## config.mk

```make
export PLATFORM = sky130hd
export DESIGN_NAME = instr_queue
export DESIGN_NICKNAME = d
export VERILOG_FILES = /design/src/rtl/instr_queue.sv
export SDC_FILE = /design/constraint.sdc
export NUM_CORES = 1
export LEC_CHECK = 0
export ABC_AREA = 1
export CAP_MARGIN = 10
export CORE_ASPECT_RATIO = 0.6
export CORE_UTILIZATION = 59
export CTS_CLUSTER_DIAMETER = 40
export CTS_CLUSTER_SIZE = 20
export DETAILED_ROUTE_END_ITERATION = 7
export GPL_TIMING_DRIVEN = 1
export HOLD_SLACK_MARGIN = 0.06
export PLACE_DENSITY = 0.85
export SLEW_MARGIN = 20
export SYNTH_ARGS = -nofsm -noshare
export SYNTH_HDL_FRONTEND = slang
export SYNTH_SLANG_ARGS = --single-unit
```

## constraint.sdc

```tcl
create_clock -name clock -period 11.7 [get_ports clock]
set_clock_uncertainty 0.05 [all_clocks]
set_input_delay 2.34 -clock clock [delete_from_list [all_inputs] [get_ports clock]]
set_output_delay 2.34 -clock clock [all_outputs]
set_load 0.02 [all_outputs]
```

## src/rtl/instr_queue.sv

```systemverilog
// Fetch-to-decode instruction queue: DEPTH-entry FIFO of {instruction, address} pairs.
// Optional occupancy output is enabled by defining INSTR_QUEUE_COUNT_EN.
module instr_queue #(
    parameter int unsigned DEPTH = 4,
    parameter int unsigned PTR_W = 2
) (
    input  logic        clock,
    input  logic        reset,
    input  logic        in_valid,
    input  logic [31:0] in_instruction,
    input  logic [31:0] in_address,
    output logic        in_ready,
    output logic        out_valid,
    output logic [31:0] out_instruction,
    output logic [31:0] out_address,
    input  logic        out_ready,
    input  logic        flush
`ifdef INSTR_QUEUE_COUNT_EN
   ,output logic [PTR_W:0] count
`endif
);

    localparam int unsigned ENTRY_W = 64;
    localparam int unsigned CNT_W   = PTR_W + 1;

    logic [ENTRY_W-1:0] mem [DEPTH];
    logic [PTR_W-1:0]   wr_ptr;
    logic [PTR_W-1:0]   rd_ptr;
    logic [CNT_W-1:0]   occupancy;
    logic               push;
    logic               pop;
    logic [ENTRY_W-1:0] head;

    // Handshake qualifiers; flush cancels both transfers.
    always_comb begin
        in_ready  = (occupancy != CNT_W'(DEPTH));
        out_valid = (occupancy != CNT_W'(0));
        push      = in_valid & in_ready & ~flush;
        pop       = out_valid & out_ready & ~flush;
    end

    always_ff @(posedge clock or negedge reset) begin
        if (!reset) begin
            wr_ptr    <= '0;
            rd_ptr    <= '0;
            occupancy <= '0;
        end else if (flush) begin
            wr_ptr    <= '0;
            rd_ptr    <= '0;
            occupancy <= '0;
        end else begin
            if (push) wr_ptr <= wr_ptr + PTR_W'(1);
            if (pop)  rd_ptr <= rd_ptr + PTR_W'(1);
            if (push && !pop)
                occupancy <= occupancy + CNT_W'(1);
            else if (pop && !push)
                occupancy <= occupancy - CNT_W'(1);
        end
    end

    // Storage is deliberately unreset; entries are only visible while counted.
    always_ff @(posedge clock) begin
        if (push) mem[wr_ptr] <= {in_instruction, in_address};
    end

    always_comb begin
        head            = mem[rd_ptr];
        out_instruction = 32'h0;
        out_address     = 32'h0;
        if (out_valid) begin
            out_instruction = head[63:32];
            out_address     = head[31:0];
        end
    end

`ifdef INSTR_QUEUE_COUNT_EN
    assign count = occupancy;
`endif

endmodule

```

==> results of run 1 <==
-- path summary, 6_finish.rpt --
| kind | startpoint | to | slack, ps | cells past startpoint |
|---|---|---|---|---|
| worst max-delay path | rd_ptr[0] | out_instruction[15] | 5370 | 5 |
| worst max register to register | rd_ptr[0] | rd_ptr[0] | 9100 | 3 |
| min in group asynchronous | reset | occupancy[0] | 2050 | 1 |
| worst min-delay path | occupancy[0] | occupancy[0] | 570 | 2 |
| worst min register to register | occupancy[0] | occupancy[0] | 570 | 2 |
| max in group asynchronous | reset | rd_ptr[0] | 9250 | 1 |
-- sequential cells by signal (all words and copies together), names as in the netlist --
| name | flops |
|---|---|
| wr_ptr | 2 |
| occupancy | 3 |
| rd_ptr | 2 |
| mem | 256 |
-- metrics by stage --
stage | utilization | power (µW) | instance area, µm² | std cells | worst slack, ps
3_5_place_dp | 0.690 | 2210 | 11800 | 1149 | 5960
6_report | 0.728 | 2890 | 12500 | 1182 | 5370
3_3_place_gp | 0.690 | 2190 | 11800 | 1149 | 6030
2_1_floorplan | - | 1760 | 10400 | 820 | 5770
5_1_grt | 0.728 | 3010 | 12500 | 1182 | 5170
4_1_cts | 0.728 | 2900 | 12500 | 1182 | 5400
-- cell type report --
class	instances	area [µm²]	area share
Multi-Input combinational cell	491	2210	0.177
Sequential cell	263	7870	0.629
Clock inverter	13	161	0.0129
Tap cell	234	293	0.0234
Timing Repair Buffer	143	1410	0.113
Clock buffer	20	500	0.0400
Inverter	18	67.6	0.00540
-- Yosys cell counts (all sizes together) --
master / count / area [µm²]
nor2: 262 / 991
edfxtp: 256 / 7690
o21ai: 131 / 656
a21oi: 69 / 345
buf: 28 / 173
clkbuf: 20 / 75.1
inv: 18 / 67.6
nand2: 18 / 77.6
dfrtp: 7 / 175
ha: 4 / 50.1
nand3: 4 / 25.0
fa: 1 / 20.0
nand3b: 1 / 7.51
xor2: 1 / 8.76
-- power groups by stage --
stage / Combinational (µW) / Sequential [µW] / Clock [µW]
finish: 1040 / 1140 / 697
detailed placement: 1040 / 1160 / 0
global placement: 1020 / 1160 / 0
CTS: 1050 / 1140 / 704
global route: 1120 / 1150 / 736
floorplan: 619 / 1140 / 0
-- logic make-up (layout without fill, tap and decap cells) --
group / count (synthesis) / in the layout / synth area share
and+or+nand+nor: 285 / 285 / 0.106
AOI/OAI and AO/OA: 200 / 200 / 0.0966
xor gates and xnor gates: 1 / 1 / 0.000846
adders and majority gates: 5 / 5 / 0.00676
DFF: 263 / 263 / 0.759
buffers and inverters: 66 / 194 / 0.0304
-- worst min-delay path, delay by kind of cell, from the launching register on --
kind / cells / cell delay (ps)
flops: 1 / 420
simple gates: 2 / 160
-- routing by layer --
| metal | GRT usage | vias to the layer above | share of wire |
|---|---|---|---|
| met5 | 0 | - | 0 |
| met4 | 0.0436 | 0 | 0.016 |
| met3 | 0.0382 | 29 | 0.075 |
| met2 | 0.386 | 249 | 0.47 |
| met1 | 0.341 | 3141 | 0.43 |
| li1 | - | 3117 | - |
==> summary.md, run 1 <==
| Metric | Value |
|---|---|
| Final net count | `1011` |
| Startpoint types | `flip-flop` |
| # diodes | `0` |
| Post-CTS Resized | `0` |
| Pre-antenna DRT Iters | `7` |
| Gr ovfl total | `0` |
| Synth Warn # | `0` |
| Worst path cell trace | `inv_2 -> buf_4 -> o21ai_0 -> a21oi_1 -> clkdlybuf4s50_1` |
| Reg power frac | `0.396` |
| Worst path top cell family by delay | `buffers and inverters` |
| TritonCTS buffer count | `20` |
| Clk sinks | `263` |
| Hold Fails Final Rpt | `0` |
| Hold WC Path Type | `reg2reg` |
| Row count | `37` |
| Dpl hpwl | `11.7 mm` |
| Largest net degree at the start of global routing | `74` |
| Post-layout min period | `6330 ps` |
| Die area | `18100 µm²` |
| CTS max path bufs | `3` |
| Worst slew pin tran | `977 ps` |
| Layout fillers | `1109` |
| WL per Instance | `18.0 µm` |
| F_max | `0.158 GHz` |
| Sequential-to-total area share from yosys stat | `0.759` |
| Combinational share of power | `0.362` |
| Max Cap Viol | `0` |
| Clk pwr share | `0.242` |
| Layout cells sized above 1 | `0.0580` |
| PwrDens | `231 nW/µm²` |
| Setup Crit Path Kind | `reg2out` |
| Htree depth | `1` |
| Number of I/O pins | `135` |
| Clk_lat worst skew | `510 ps` |
| Most common cell after layout, fill and taps aside | `nor2_1` |
| Hold slack | `569 ps` |
| WP data required | `9310 ps` |
| CP bufs+invs | `3` |
| First-pass GRT wire length | `33.1 mm` |
| Number of global-route vias before repair | `6336` |
| Syn nets | `894` |
| Placer congestion estimate | `0.756` |
| Yosys cell types | `23` |
| Unrepaired setup endpoints after global routing | `no` |
| Reg clk slew, reported paths | `70 ps` |
| Final period util | `0.541` |
| Setup Buffers After CTS | `0` |
| Internal Power | `1870 µW` |
| Routed WL | `21.3 mm` |
| Status | `complete, no violations` |
| Seq cells post-synth | `263` |
| Switching Fraction | `0.352` |
| Most frequent cells in the layout | `nor2_1 (257), edfxtp_1 (256), clkdlybuf4s50_1 (134)` |
| CP Capture Type | `output pin` |
| Cell Area, Synth | `10400 µm²` |
| Synthesized instance count | `820` |
| Worst-path maximum fanout | `73` |
| Vias/cell | `5.53` |
| Input/output buffers | `134` |
| Crit path DAT | `3940 ps` |
| Max VDD drop | `0.135 mV` |
| Pins Over Slew Limit | `0` |
| Setup violations, final | `0` |
| CP max stage delay | `840 ps` |
| Crit path max-delay cell type | `inv_2` |
| Die Width | `173 µm` |
| # DRC | `0` |
| TritonCTS clock tree | `yes` |
| DR iter-0 viols | `574` |
| DR vias | `6536` |
| Psw | `1020 µW` |
| Leak Pwr | `0.00422 µW` |
| Core box area | `17200 µm²` |
| Tot GR Track Use | `0.236` |
| Total negative slack | `0 ps` |
| Starting density of the core | `0.603` |
| Slew HR | `0.348` |
| Die height | `105 µm` |
| Synth-to-Final Area Change | `20.8%` |
| Syn avg cell area | `12.6 µm²` |
| Antenna Nets Post-Route | `0` |
| CTS Hold Bufs | `0` |
| Initial antenna violation count | `0` |
| Clk root buf | `clkbuf_16` |
No activity file was read; power rests on OpenSTA's default activity.
==> inputs of run 2 (changes only) <==
--- a/config.mk
+++ b/config.mk
@@ -8,13 +8,13 @@
 export ABC_AREA = 1
 export CAP_MARGIN = 10
 export CORE_ASPECT_RATIO = 0.6
-export CORE_UTILIZATION = 59
+export CORE_UTILIZATION = 50
 export CTS_CLUSTER_DIAMETER = 40
 export CTS_CLUSTER_SIZE = 20
 export DETAILED_ROUTE_END_ITERATION = 7
 export GPL_TIMING_DRIVEN = 1
 export HOLD_SLACK_MARGIN = 0.06
-export PLACE_DENSITY = 0.85
+export PLACE_DENSITY = 0.76
 export SLEW_MARGIN = 20
 export SYNTH_ARGS = -nofsm -noshare
 export SYNTH_HDL_FRONTEND = slang
==> constraint.sdc (replaced) <==
create_clock -name clock -period 5.8 [get_ports clock]
set_clock_uncertainty 0.05 [all_clocks]
set_input_delay 1.16 -clock clock [delete_from_list [all_inputs] [get_ports clock]]
set_output_delay 1.16 -clock clock [all_outputs]
set_load 0.02 [all_outputs]
==> summary.md, run 2 (synthesis gave the netlist of run 1 again) <==
| Metric | Value |
|---|---|
| Status | `complete, no violations` |
| Worst slew pin tran | `817 ps` |
| Pins Over Slew Limit | `0` |
| Crit path max-delay cell type | `dfrtp_4` |
| Max Cap Viol | `0` |
| Worst path top cell family by delay | `buffers and inverters` |
| Starting density of the core | `0.514` |
| Setup Buffers After CTS | `0` |
| # DRC | `0` |
| Antenna Nets Post-Route | `0` |
| Pre-antenna DRT Iters | `5` |
| CP max stage delay | `860 ps` |
| Synth-to-Final Area Change | `24.0%` |
| Final period util | `0.806` |
| Setup Crit Path Kind | `reg2out` |
| First-pass GRT wire length | `34.7 mm` |
| Post-layout min period | `4680 ps` |
| DR iter-0 viols | `448` |
| Final net count | `1021` |
| Max VDD drop | `0.270 mV` |
| Reg clk slew, reported paths | `70 ps` |
| Initial antenna violation count | `1` |
| Worst-path maximum fanout | `71` |
| Worst path cell trace | `buf_4 -> nor2_1 -> nor2_1 -> o21ai_0 -> a21oi_1 -> clkdlybuf4s50_1` |
| Die height | `113 µm` |
| Layout fillers | `1468` |
| Startpoint types | `flip-flop` |
| Storage cell area | `7870 µm²` |
| Dpl hpwl | `12.5 mm` |
| Gr ovfl total | `0` |
| F_max | `0.214 GHz` |
| TritonCTS clock tree | `yes` |
| Total negative slack | `0 ps` |
| Clk sinks | `263` |
| Setup violations, final | `0` |
| CP Capture Type | `output pin` |
| Regs by FF count | `mem x256, occupancy x3` |
| Core box area | `20200 µm²` |
| Slew HR | `0.455` |
| Hold WC Path Type | `reg2reg` |
| Final setup margin | `1120 ps` |
| Most frequent CP cell | `nor2_1` |
| WL per Instance | `17.7 µm` |
| Post-CTS Resized | `0` |
| Largest Register | `mem` |
| Unrepaired setup endpoints after global routing | `no` |
| WP data required | `4590 ps` |
| Pre-CTS setup slack | `1720 ps` |
| Die Width | `188 µm` |
| Leak Pwr | `0.00436 µW` |
| Area of the multi-input gates | `2210 µm²` |
| PwrDens | `478 nW/µm²` |
| Row count | `40` |
| TritonCTS buffer count | `26` |
| Crit path DAT | `3470 ps` |
| Clk_lat worst skew | `530 ps` |
| Placer congestion estimate | `0.743` |
| Vias/cell | `5.29` |
| Htree depth | `1` |
| CTS max path bufs | `3` |
| CP bufs+invs | `2` |
| Most frequent cells in the layout | `nor2_1 (257), edfxtp_1 (256), clkdlybuf4s50_1 (134)` |
| CTS Hold Bufs | `0` |
| Number of flip-flops in the largest register | `256` |
| Hold Fails Final Rpt | `0` |
| Largest net degree at the start of global routing | `72` |
| DR vias | `6554` |
| Routed WL | `21.9 mm` |
| Die area | `21300 µm²` |
| Clk root buf | `clkbuf_16` |
| Layout cells sized above 1 | `0.0755` |
| Number of I/O pins | `135` |
| Number of global-route vias before repair | `6481` |
| # diodes | `0` |
| Tot GR Track Use | `0.210` |
| Input/output buffers | `134` |
| Most common cell after layout, fill and taps aside | `nor2_1` |
## run 2: changes by cell type in the layout (fill, tap and decap cells not counted)
cell,previous run,this run
clkinv_4,2,4
inv_8,1,6
buf_12,0,1
clkinv_2,1,2
inv_2,3,2
bufinv_16,2,1
clkinv_1,0,1
inv_6,5,4
clkbuf_16,20,26
clkinv_8,1,4
buf_4,9,12
## run 2: layer usage
| metal | wire length (µm) | GRT usage |
|---|---|---|
| met5 | 17 | 0 |
| met4 | 257 | 0.0423 |
| met3 | 1720 | 0.0514 |
| met2 | 9870 | 0.335 |
| met1 | 10000 | 0.298 |
## run 2: through the flow
| stage | total power, µW | instances | hold WS, ps | util | area, µm² |
|---|---|---|---|---|---|
| 3_3_place_gp | 4460 | 1192 | 532 | 0.592 | 11900 |
| 4_1_cts | 6180 | 1240 | 554 | 0.637 | 12800 |
| 5_1_grt | 6450 | 1240 | 597 | 0.637 | 12800 |
| 2_1_floorplan | 3550 | 820 | 502 | - | 10400 |
| 6_report | 6140 | 1240 | 553 | 0.637 | 12800 |
| 3_5_place_dp | 4480 | 1192 | 538 | 0.592 | 11900 |
## run 2: worst paths after layout
kind,end,slack (ps),cells after the start,startpoint
worst max-delay path,out_address[14],1120,6,rd_ptr[0]
worst min-delay path,occupancy[1],550,2,occupancy[1]
worst max register to register,mem[1][18],3170,7,occupancy[1]
worst min register to register,occupancy[1],550,2,occupancy[1]
max in group asynchronous,rd_ptr[0],4560,1,reset
min in group asynchronous,occupancy[2],840,1,reset
## run 2: cell type report
class / count / share of cell area
multi-input combinational: 491 / 0.172
clock inverter: 22 / 0.0194
sequential: 263 / 0.613
clock buffer: 26 / 0.0507
timing repair buffer: 147 / 0.113
inverter: 18 / 0.00536
tap: 273 / 0.0266
## run 2: worst min-delay path: cells and delay by family, from the launching register on
| family | cells | cell delay [ps] |
|---|---|---|
| AND/OR/NAND/NOR | 2 | 150 |
| flip-flops | 1 | 420 |
## run 2: power breakdown
| group | internal (µW) | switching (µW) |
|---|---|---|
| registers | 2220 | 83.5 |
| clock network | 919 | 782 |
| logic | 818 | 1320 |
| total | 3950 | 2180 |
==> inputs of run 3 (changes only) <==
==> constraint.sdc (replaced) <==
create_clock -name clock -period 4.3 [get_ports clock]
set_clock_uncertainty 0.05 [all_clocks]
set_input_delay 0.86 -clock clock [delete_from_list [all_inputs] [get_ports clock]]
set_output_delay 0.86 -clock clock [all_outputs]
set_load 0.02 [all_outputs]
==> summary.md, run 3 (synthesis gave the netlist of run 1 again) <==
| Metric | Value |
|---|---|
| Pre-antenna DRT Iters | `5` |
| Row count | `40` |
| Post-layout min period | `3790 ps` |
| WP data required | `3390 ps` |
| Synth-to-Final Area Change | `22.8%` |
| Layout cells sized above 1 | `0.0668` |
| Hold Fails Final Rpt | `0` |
| DR iter-0 viols | `669` |
| Psw | `2810 µW` |
| Core box area | `20200 µm²` |
| TritonCTS clock tree | `yes` |
| Pre-CTS setup slack | `1060 ps` |
| Reg clk slew, reported paths | `80 ps` |
| Antenna Nets Post-Route | `0` |
| Post-CTS Resized | `0` |
| Number of flip-flops in the largest register | `256` |
| Crit path DAT | `2880 ps` |
| Setup Buffers After CTS | `0` |
| Gr ovfl total | `0` |
| Setup violations, final | `0` |
| CTS Hold Bufs | `0` |
| Layout fillers | `1470` |
| Slew HR | `0.456` |
| Number of global-route vias before repair | `6175` |
| F_max | `0.264 GHz` |
| PwrDens | `625 nW/µm²` |
| CP Capture Type | `output pin` |
| Max VDD drop | `0.362 mV` |
| Vias/cell | `5.25` |
| Largest net degree at the start of global routing | `65` |
| Number of I/O pins | `135` |
| Hold Path Stages | `2` |
| Htree depth | `1` |
| Clk root buf | `clkbuf_16` |
| Total negative slack | `0 ps` |
| Worst path cell trace | `buf_4 -> nor2_1 -> nor2_1 -> o21ai_0 -> a21oi_1 -> clkdlybuf4s50_1` |
| Startpoint types | `flip-flop` |
| CP max stage delay | `660 ps` |
| Hold_sp | `occupancy[0]` |
| Register-to-Register Setup Slack | `1850 ps` |
| Hold path endpoint | `occupancy[0]` |
| Pins Over Slew Limit | `0` |
| Die Width | `188 µm` |
| Crit path max-delay cell type | `clkdlybuf4s50_1` |
| Clk sinks | `263` |
| # diodes | `0` |
| Input/output buffers | `134` |
| Hold WC Path Type | `reg2reg` |
| Switching Fraction | `0.353` |
| Final setup margin | `506 ps` |
| Placer congestion estimate | `0.758` |
| Unrepaired setup endpoints after global routing | `no` |
| Max Cap Viol | `0` |
| Worst slew pin tran | `816 ps` |
| Reg2Reg Depth | `7` |
| Leak Pwr | `0.00429 µW` |
| Final net count | `1018` |
| Initial antenna violation count | `0` |
| CTS max path bufs | `3` |
| Total placed cells including tap cells | `1193` |
| Clk_lat worst skew | `500 ps` |
| Reg power frac | `0.384` |
| Final period util | `0.882` |
| Largest Register | `mem` |
| Most frequent CP cell | `nor2_1` |
| Status | `complete, no violations` |
| Worst-path maximum fanout | `62` |
| Non-Filler Instances | `1231` |
| WL per Instance | `17.3 µm` |
| Most common cell after layout, fill and taps aside | `nor2_1` |
| Worst r2r dst | `mem[0][52]` |
| Routed WL | `21.3 mm` |
| Most frequent cells in the layout | `nor2_1 (257), edfxtp_1 (256), clkdlybuf4s50_1 (134)` |
| # DRC | `0` |
| Regs by FF count | `mem x256, occupancy x3` |
| Setup Crit Path Kind | `reg2out` |
| Reg2reg start | `occupancy[1]` |
| First-pass GRT wire length | `33.2 mm` |
| Die height | `113 µm` |
| Combinational share of power | `0.370` |
| Internal Power | `5140 µW` |
| TritonCTS buffer count | `22` |
| Tot GR Track Use | `0.199` |
| DR vias | `6461` |
| Clk pwr share | `0.246` |
| Die area | `21300 µm²` |
| Starting density of the core | `0.514` |
| Dpl hpwl | `12.0 mm` |
## run 3: changes by cell type in the layout (fill, tap and decap cells not counted), moves of 2 or more
cell	before	now
buf_12	1	6
buf_4	12	8
clkbuf_16	26	23
clkinv_4	4	1
clkinv_8	4	1
inv_8	6	3
clkinv_2	2	4
## run 3: per-layer routing
layer | wire length [µm] | track usage
met4 | 315 | 0.0369
met5 | 0 | 0
met2 | 9480 | 0.313
met3 | 1590 | 0.0412
met1 | 9880 | 0.292
## run 3: area by class of cell
class	count	area, µm²	share of cell area
inverter	18	68.8	0.00541
clock buffer	24	579	0.0455
multi-input combinational	491	2210	0.174
timing repair buffer	148	1520	0.120
clock inverter	14	131	0.0103
sequential	263	7870	0.618
tap	273	342	0.0269
## run 3: critical path: cells and delay by family, from the launching register on
| kind | cells | cell delay [ps] |
|---|---|---|
| AOI/OAI and AO/OA | 2 | 380 |
| and+or+nand+nor | 2 | 210 |
| buffers and inverters | 2 | 1220 |
| DFF | 1 | 520 |
## run 3: worst max path at each step
| stage | slack, ps | to | cells past startpoint | startpoint |
|---|---|---|---|---|
| final | 510 | out_address[23] | 6 | rd_ptr[0] |
| after global routing | 290 | out_address[13] | 6 | rd_ptr[0] |
| after CTS | 510 | out_address[25] | 6 | rd_ptr[0] |
| after detailed placement | 1060 | mem[0][42] | 6 | in_valid |
| after global placement | 1130 | mem[0][35] | 6 | in_valid |
| after floorplan | -150 | mem[0][0] | 4 | in_valid |
## run 3: power groups by stage
stage / sequential, µW / combinational, µW / clock [µW]
after global placement: 3100 / 2910 / 0
after floorplan: 3100 / 1680 / 0
after CTS: 3050 / 2950 / 1990
after detailed placement: 3110 / 2940 / 0
after global routing: 3070 / 3170 / 2090
final: 3050 / 2940 / 1950
## run 3: through the flow
stage	power, µW	cell area, µm²	hold WS [ps]	util
after floorplan	4780	10400	502	-
after global placement	6020	12000	525	0.595
after detailed placement	6040	12000	533	0.595
after CTS	7990	12700	554	0.631
after global routing	8320	12700	590	0.631
final	7950	12700	546	0.631
